**src/rtl/timer_defs.sv**
```systemverilog
// Shared constants and helpers for the microwave countdown timer.
// BCD digit width/limits and the derived timer operating state.
package timer_defs;

   localparam int BCD_W = 4;

   localparam logic [BCD_W-1:0] DIG_MAX9 = 4'd9;
   localparam logic [BCD_W-1:0] DIG_MAX5 = 4'd5;
   localparam logic [BCD_W-1:0] BCD_ZERO = 4'd0;

   typedef enum logic [1:0] {
      ST_IDLE,
      ST_SET,
      ST_RUN
   } timer_state_e;

   function automatic logic is_bcd(input logic [BCD_W-1:0] d);
      return (d <= DIG_MAX9);
   endfunction

endpackage

```
**src/rtl/bcd_down_digit.sv**
```systemverilog
// One BCD digit of the countdown: sync clear, parallel load, borrow-chained
// decrement (wrapping 0 -> MAX) and keypad shift-in, in that priority.
module bcd_down_digit
   import timer_defs::*;
#(
   parameter logic [BCD_W-1:0] MAX = DIG_MAX9
) (
   input  logic             clk,
   input  logic             Nreset,
   input  logic             clr,
   input  logic             load,
   input  logic [BCD_W-1:0] load_val,
   input  logic             shift_en,
   input  logic [BCD_W-1:0] shift_in,
   input  logic             dec_en,
   input  logic             borrow_in,
   output logic [BCD_W-1:0] digit,
   output logic             borrow_out
);

   logic [BCD_W-1:0] digit_reg;
   logic [BCD_W-1:0] digit_next;

   // Borrow ripples on to the next digit only while this one is already zero.
   assign borrow_out = borrow_in && (digit_reg == BCD_ZERO);

   always_comb begin
      digit_next = digit_reg;
      if (clr) begin
         digit_next = BCD_ZERO;
      end else if (load) begin
         digit_next = load_val;
      end else if (dec_en && borrow_in) begin
         digit_next = (digit_reg == BCD_ZERO) ? MAX : digit_reg - 4'd1;
      end else if (shift_en) begin
         digit_next = shift_in;
      end
   end

   always_ff @(posedge clk or negedge Nreset) begin
      if (!Nreset) begin
         digit_reg <= BCD_ZERO;
      end else begin
         digit_reg <= digit_next;
      end
   end

   assign digit = digit_reg;

endmodule

```
**src/rtl/mag_countdown_timer.sv**
```systemverilog
// MM:SS cooking-time countdown: keypad digits shift in while idle, one second
// is removed every TICK_DIV clocks while the magnetron runs, expiry is flagged.
module mag_countdown_timer
   import timer_defs::*;
#(
   parameter int TICK_DIV = 100
) (
   input  logic             clk,
   input  logic             Nreset,
   input  logic             Nclear,
   input  logic             key_valid,
   input  logic [BCD_W-1:0] key_digit,
   input  logic             mag_on,
   output logic [BCD_W-1:0] min_tens,
   output logic [BCD_W-1:0] min_ones,
   output logic [BCD_W-1:0] sec_tens,
   output logic [BCD_W-1:0] sec_ones,
   output logic             time_over,
   output logic             done_pulse
);

   localparam int PRESC_W = (TICK_DIV > 1) ? $clog2(TICK_DIV) : 1;
   localparam logic [PRESC_W-1:0] PRESC_LAST = PRESC_W'(TICK_DIV - 1);

   logic [PRESC_W-1:0] presc_reg;
   logic [PRESC_W-1:0] presc_next;
   logic               done_reg;
   logic               done_next;
   timer_state_e       timer_state;
   logic               tick;
   logic               key_ok;
   logic               at_one_sec;

   // Index 0 = sec_ones ... index 3 = min_tens.
   logic [BCD_W-1:0]   digit_q   [4];
   logic [BCD_W-1:0]   shift_src [4];
   logic [4:0]         borrow_chain;

   assign borrow_chain[0] = 1'b1;

   generate
      for (genvar gi = 0; gi < 4; gi++) begin : g_digit
         if (gi == 0) begin : g_src_key
            assign shift_src[gi] = key_digit;
         end else begin : g_src_prev
            assign shift_src[gi] = digit_q[gi-1];
         end

         bcd_down_digit #(
            .MAX((gi == 1) ? DIG_MAX5 : DIG_MAX9)
         ) u_digit (
            .clk       (clk),
            .Nreset    (Nreset),
            .clr       (!Nclear),
            .load      (1'b0),
            .load_val  (BCD_ZERO),
            .shift_en  (key_ok),
            .shift_in  (shift_src[gi]),
            .dec_en    (tick),
            .borrow_in (borrow_chain[gi]),
            .digit     (digit_q[gi]),
            .borrow_out(borrow_chain[gi+1])
         );
      end
   endgenerate

   // With a constant borrow into sec_ones, a borrow escaping min_tens means every digit is zero.
   assign time_over = borrow_chain[4];

   assign at_one_sec = ({digit_q[3], digit_q[2], digit_q[1], digit_q[0]} == 16'h0001);

   always_comb begin
      timer_state = ST_SET;
      if (time_over) begin
         timer_state = ST_IDLE;
      end else if (mag_on) begin
         timer_state = ST_RUN;
      end
   end

   assign tick   = (timer_state == ST_RUN) && (presc_reg == PRESC_LAST);
   assign key_ok = key_valid && is_bcd(key_digit) && !mag_on;

   // Partial seconds are discarded whenever the count is not running.
   always_comb begin
      presc_next = presc_reg;
      done_next  = 1'b0;
      if (!Nclear) begin
         presc_next = '0;
      end else if (timer_state != ST_RUN) begin
         presc_next = '0;
      end else if (presc_reg == PRESC_LAST) begin
         presc_next = '0;
         done_next  = at_one_sec;
      end else begin
         presc_next = presc_reg + 1'b1;
      end
   end

   always_ff @(posedge clk or negedge Nreset) begin
      if (!Nreset) begin
         presc_reg <= '0;
         done_reg  <= 1'b0;
      end else begin
         presc_reg <= presc_next;
         done_reg  <= done_next;
      end
   end

   assign done_pulse = done_reg;
   assign sec_ones   = digit_q[0];
   assign sec_tens   = digit_q[1];
   assign min_ones   = digit_q[2];
   assign min_tens   = digit_q[3];

endmodule
```
**config.mk**
```make
export PLATFORM = sky130hd
export DESIGN_NAME = mag_countdown_timer
export DESIGN_NICKNAME = d
export VERILOG_FILES = /design/src/rtl/timer_defs.sv /design/src/rtl/bcd_down_digit.sv /design/src/rtl/mag_countdown_timer.sv
export SDC_FILE = /design/constraint.sdc
export NUM_CORES = 1
export LEC_CHECK = 0
export BUFFER_PORTS_ARGS = -buffer_cell sky130_fd_sc_hd__buf_4
export CAP_MARGIN = 20
export CORE_MARGIN = 3
export CORE_UTILIZATION = 55
export DETAILED_ROUTE_END_ITERATION = 16
export GPL_TIMING_DRIVEN = 1
export PLACE_DENSITY_LB_ADDON = 0.3
export SYNTH_ARGS = -nofsm -noshare
export SYNTH_HDL_FRONTEND = slang
export SYNTH_SLANG_ARGS = --single-unit
```
**constraint.sdc**
```tcl
create_clock -name clk -period 2.9 [get_ports clk]
set_input_delay 0.145 -clock clk [delete_from_list [all_inputs] [get_ports clk]]
set_output_delay 0.145 -clock clk [all_outputs]
set_load 0.02 [all_outputs]
```
Yosys cells after proc, flatten, opt, wreduce, memory -nomap -nowiden:

Index checks and enable logic that the tools add are counted.

* flip-flop bits (word level): 24
* input bits: 9
* output and inout port bits: 18
* word-level logic and storage cells: 58

* add/subtract/negate cells: 5
* $lt $le $gt $ge: 1
* eq/ne operators: 8
* mux-type cells: 24
* reductions and logical operators: 14

Operators by type and width (count)
* $mux 4: 16
* $mux 7: 3
* $eq 16x1->1 const B: 1
* $logic_not 4->1: 4
* $sub 4x1->4 const B: 4
* $ne 3x1->1 const B: 4
* $logic_and 1x1->1: 9
* $add 7x1->7 const B: 1
* $eq 7x7->1 const B: 1
* $le 4x4->1 const B: 1
* $mux 2: 2
* $mux 1: 3
* $eq 2x2->1 const B: 1
* $ne 2x2->1 const B: 1
* $logic_not 1->1: 1

Longest topological paths before layout:

* depth in word-level cells: 10
* depth in mapped cells: 7
* gate-level depth less buffers: 6

Modules after synthesis:

From an unflattened synthesis, not the netlist that was laid out.

* cells, all modules: 197
* area total of the unflattened synthesis: 1744.2 um2

Modules (own cells, without submodules)
* bcd_down_digit (g_digit[0].u_digit ...): instances 3, cells an instance 39, area each 325.3 um2
* mag_countdown_timer: instances 1, cells an instance 45, area each 434.2 um2
* bcd_down_digit (g_digit[1].u_digit): instances 1, cells an instance 35, area each 334.1 um2

Worst setup path before layout:

No wires, ideal clock.

* path kind: register -> register
* start point: register g_digit[1].u_digit.digit_reg[1]
* end point: register g_digit[1].u_digit.digit_reg[2]
* setup time: 0.121 ns
* data arrival time: 2.121 ns
* setup slack: 0.658 ns
* cell stages (with the launch flop): 8
* buffers on the path: 2
* clock period less this slack: 2.242 ns
* path through: dfrtp_1 > buf_6 > or4_4 > or3b_1 > buf_6 > and3_2 > mux2i_1 > a22o_1

* word-level cells in the longest chain between the ends: 10
* elaborated cells on any way between the ends: 13
* those cells by class: add/sub: 1; eq/ne: 2; mux: 4; reduce/logical: 6

RTL lines
* start: declaration: RTL line bcd_down_digit.sv:21 `logic [BCD_W-1:0] digit_reg;`
* start signal: assignment: RTL line bcd_down_digit.sv:44 `digit_reg <= digit_next;`
* $logic_not 4->1: RTL line bcd_down_digit.sv:25, bcd_down_digit.sv:34
* $logic_and 1x1->1 (3 in series): RTL line bcd_down_digit.sv:25 `assign borrow_out = borrow_in && (digit_reg == BCD_ZERO);`
* $mux 2: RTL line mag_countdown_timer.sv:74 `if (time_over) begin`
* $eq 2x2->1: RTL line mag_countdown_timer.sv:81 `assign tick = (timer_state == ST_RUN) && (presc_reg == PRESC_LAST);`
* $logic_and 1x1->1: RTL line mag_countdown_timer.sv:81
* $logic_and 1x1->1: RTL line bcd_down_digit.sv:33 `end else if (dec_en && borrow_in) begin`
* $mux 4: RTL line bcd_down_digit.sv:33
* $mux 4: RTL line bcd_down_digit.sv:29 `if (clr) begin`

Parallel ways exist; a longest one is shown, timed or not.
A chain may end at the register's enable or synchronous reset.

Worst setup path after layout:

* start point: register g_digit[2].u_digit.digit_reg[0]
* end point: register presc_reg[2]

* word-level cells in the longest chain between the ends: 7

RTL lines
* start: declaration: RTL line bcd_down_digit.sv:21
* start signal: assignment: RTL line bcd_down_digit.sv:44
* $logic_not 4->1: RTL line bcd_down_digit.sv:25
* $logic_and 1x1->1 (2 in series): RTL line bcd_down_digit.sv:25
* $mux 2: RTL line mag_countdown_timer.sv:74
* $ne 2x2->1: RTL line mag_countdown_timer.sv:90 `end else if (timer_state != ST_RUN) begin`
* $mux 7: RTL line mag_countdown_timer.sv:90
* $mux 7: RTL line mag_countdown_timer.sv:88 `if (!Nclear) begin`
* named net presc_next[2]: RTL line mag_countdown_timer.sv:26 `logic [PRESC_W-1:0] presc_next;`
* end signal: assignment: RTL line mag_countdown_timer.sv:105 `presc_reg <= presc_next;`
* end: declaration: RTL line mag_countdown_timer.sv:25 `logic [PRESC_W-1:0] presc_reg;`

The timed path passes the listed nets, and every way through them passes these cells.

==> metrics.txt <==
status finished, final reports clean; Worst setup SP type flop; Slew headroom 61.3%; worst hold stages 2; CP Cell Sequence nor4_1, or3b_1, o2111ai_1, nor2_1; clock latency on the worst-skew pair 0.32 ns; Clock Sinks 24; Rows 18; RSZ-0062 raised after global routing no; skew final 0.0133 ns; delay-heaviest family, CP simple AND/OR/NAND/NOR gates; compound-cell area share of the yosys netlist 24.2%; Leak 0.773 nW; Fillers 198; Setup-failing EPs final 0; Synth Area in XOR/XNOR 2.94%; Post-Synth Simple-Gate Area 24.8%; Port Buf Inserts 26; Max Fclk 429 MHz; vias in the first global route 1,214; crit-path max cell delay 0.56 ns; DR iter-0 viols 64; Fin. Hold Viols 0; CTS tree done; syn nets 177; HPWL after DPL 2.32 mm; DR WL/cell 15.5 um; Pwr Density 435 nW/um^2; H-tree levels 1; hold path start Nclear; Synth area leader dfrtp_1; Max Root-Sink Buffers 2; nature of the critical path endpoint flop; Final Non-Filler Cells 218; first-pass GRT wire length 5.79 mm; Hold EP g_digit[0].u_digit.digit[1]$_DFFE_PN0P_; total die area 3370 um^2; crit-path max FO 10; # Post-CTS Setup Buffers 0; largest net degree at the start of global routing 29; top cell type's share of synthesized area 40.3%; routed via count 1,364; crit path max-delay cell type nor4_1; post-synthesis adder-cell area fraction 0.839%; Vias/cell 6.26; mux contribution to synthesized area 2.01%; Final Max Tran Viols 0; Syn Std Cell Area 1490 um^2; WS Path Type reg -> reg; setup TNS 0 ns; Worst Reg-to-Reg Cells 4; Die Wd 58.1 um; max-cap check violation count 0; Post-DRT Antenna Nets 0; Global Route Usage Sum 21.6%; YS warnings 0; gr ovfl total 0; #FFs+latches synth 24; Avg Synthesized Cell Area 8.93 um^2; Largest register FFs 16; Worst Hold Class in -> reg; DRT Pass-1 Iters 4; Post-Syn Instances 167; Root Buffer clkbuf_4; gpl congestion 0.804; worst path arrival time 2.54 ns; core area 2520 um^2; DRC violations left 0; Yosys cell types 45; final core utilization 67.9%; layout net count 199; required time of the critical path 3.10 ns; Reg2Reg Launch Point g_digit[2].u_digit.digit[0]$_DFFE_PN0P_; share of layout cells above drive strength 1 21.8%; height of the die 58.1 um; Area growth syn-to-layout 14.8%; DRT Wirelength 3.37 mm; Tcrit/Tclk final 80.5%; initial antenna violation count 0; r2r endpoint presc_reg[2]$_DFF_PN0_; buffers plus inverters on the worst setup path 0; crit path time final 2.33 ns; Initial Util 59.1%; R2R Setup Slk 0.57 ns; register area share after synthesis 40.3%; clk slew on worst S/H paths 0.14 ns; Worst IR Drop VDD 0.330 mV; ANT cells 0; largest family of logic cells by synthesized area simple AND/OR/NAND/NOR gates; Ports 27; Num CTS Buffers 3; placed insts 213; largest cells by area after synthesis dfrtp_1 40%, a22o_1 5.9%, o21ai_0 5.7%; Slew @ Worst Pin 0.576 ns
-- synthesized netlist by cell type (all sizes together) --
master / count
nor4: 4
o21ai: 19
nand2b: 3
clkbuf: 4
a32o: 2
a21oi: 7
and3: 2
a211oi: 1
xnor2: 3
or3b: 2
a22o: 11
nor2: 20
nand4bb: 1
xor2: 2
nor3b: 1
or2: 1
nand3: 8
o41ai: 1
a21boi: 1
buf: 7
a221o: 1
nand3b: 1
o31ai: 2
o21a: 2
o21bai: 1
a31oi: 1
mux2i: 3
or4: 3
nand2: 17
ha: 1
o2111ai: 1
o311ai: 1
a21o: 1
nor3: 5
inv: 2
or4b: 1
dfrtp: 24
-- cell type report --
cell class,instances,area [um^2],area share [%]
Sequential cell,24,601,35.1
Multi-Input combinational cell,130,818,47.8
Timing Repair Buffer,28,213,12.4
Clock buffer,4,36.3,2.12
Tap cell,30,37.5,2.19
Inverter,2,7.51,0.438
-- worst max-delay path by stage --
stage | start | endpoint | cells after the start
after CTS | g_digit[1].u_digit.digit[0]$_DFFE_PN0P_ | time_over | 4
after global placement | g_digit[1].u_digit.digit[1]$_DFFE_PN0P_ | presc_reg[5]$_DFF_PN0_ | 4
after floorplan | g_digit[1].u_digit.digit[1]$_DFFE_PN0P_ | g_digit[1].u_digit.digit[2]$_DFFE_PN0P_ | 7
after detailed placement | g_digit[2].u_digit.digit[0]$_DFFE_PN0P_ | presc_reg[3]$_DFF_PN0_ | 4
after global routing | g_digit[2].u_digit.digit[0]$_DFFE_PN0P_ | presc_reg[2]$_DFF_PN0_ | 4
final | g_digit[2].u_digit.digit[0]$_DFFE_PN0P_ | presc_reg[2]$_DFF_PN0_ | 4
-- placed cells by master, fill, tap and decap left out, drive strengths merged, types with 2 or more instances in the layout --
cell / count
buf: 27
dfrtp: 24
nor2: 20
o21ai: 19
nand2: 17
a22o: 11
nand3: 8
a21oi: 7
nor3: 5
nor4: 4
clkbuf: 4
or4: 3
xnor2: 3
nand2b: 3
mux2i: 3
xor2: 2
inv: 2
o21a: 2
a32o: 2
o31ai: 2
or3b: 2
and3: 2
-- logic make-up (layout without fill, tap and decap cells) --
kind of cell,Yosys count,after routing
buf+inv,13,34
compound gates,52,52
xor+xnor,5,5
mux,3,3
fa+ha+maj,1,1
simple gates,69,69
flops,24,24
-- per-stage QoR --
step           setup WS, ns  cell area [um^2]  hold WS (ns)  total power [mW]
2_1_floorplan         0.658              1490        -0.151             0.518
3_3_place_gp          0.649              1670        0.0611             0.563
3_5_place_dp          0.614              1670        0.0665             0.570
4_1_cts               0.582              1710         0.167             0.748
5_1_grt               0.304              1710         0.189             0.783
6_report              0.567              1710         0.176             0.746
-- worst reg2reg max path, stage by stage (launching register included) --
cell	delay (ns)
dfrtp_1	0.50
nor4_1	0.56
or3b_1	0.54
o2111ai_1	0.52
nor2_1	0.11
-- repair_timing --
action / in CTS / in global routing
resized for setup: 0 / 0
hold endpoints to repair: 24 / 0
hold buffers: 1 / 0
-- where the power goes --
part | switching, mW | internal (mW) | total [mW]
combinational | 0.106 | 0.0779 | 0.183
sequential | 0.0330 | 0.350 | 0.383
clock | 0.103 | 0.0768 | 0.179
-- layer usage --
| metal | global-route usage (%) | vias up | wire (um) |
|---|---|---|---|
| li1 | - | 655 | - |
| met1 | 32.4 | 660 | 1620 |
| met4 | 6.29 | 0 | 26 |
| met5 | 0 | - | 0 |
| met3 | 2.90 | 4 | 177 |
| met2 | 32.3 | 45 | 1550 |
Note: power is estimated with default switching activity, not from simulation.
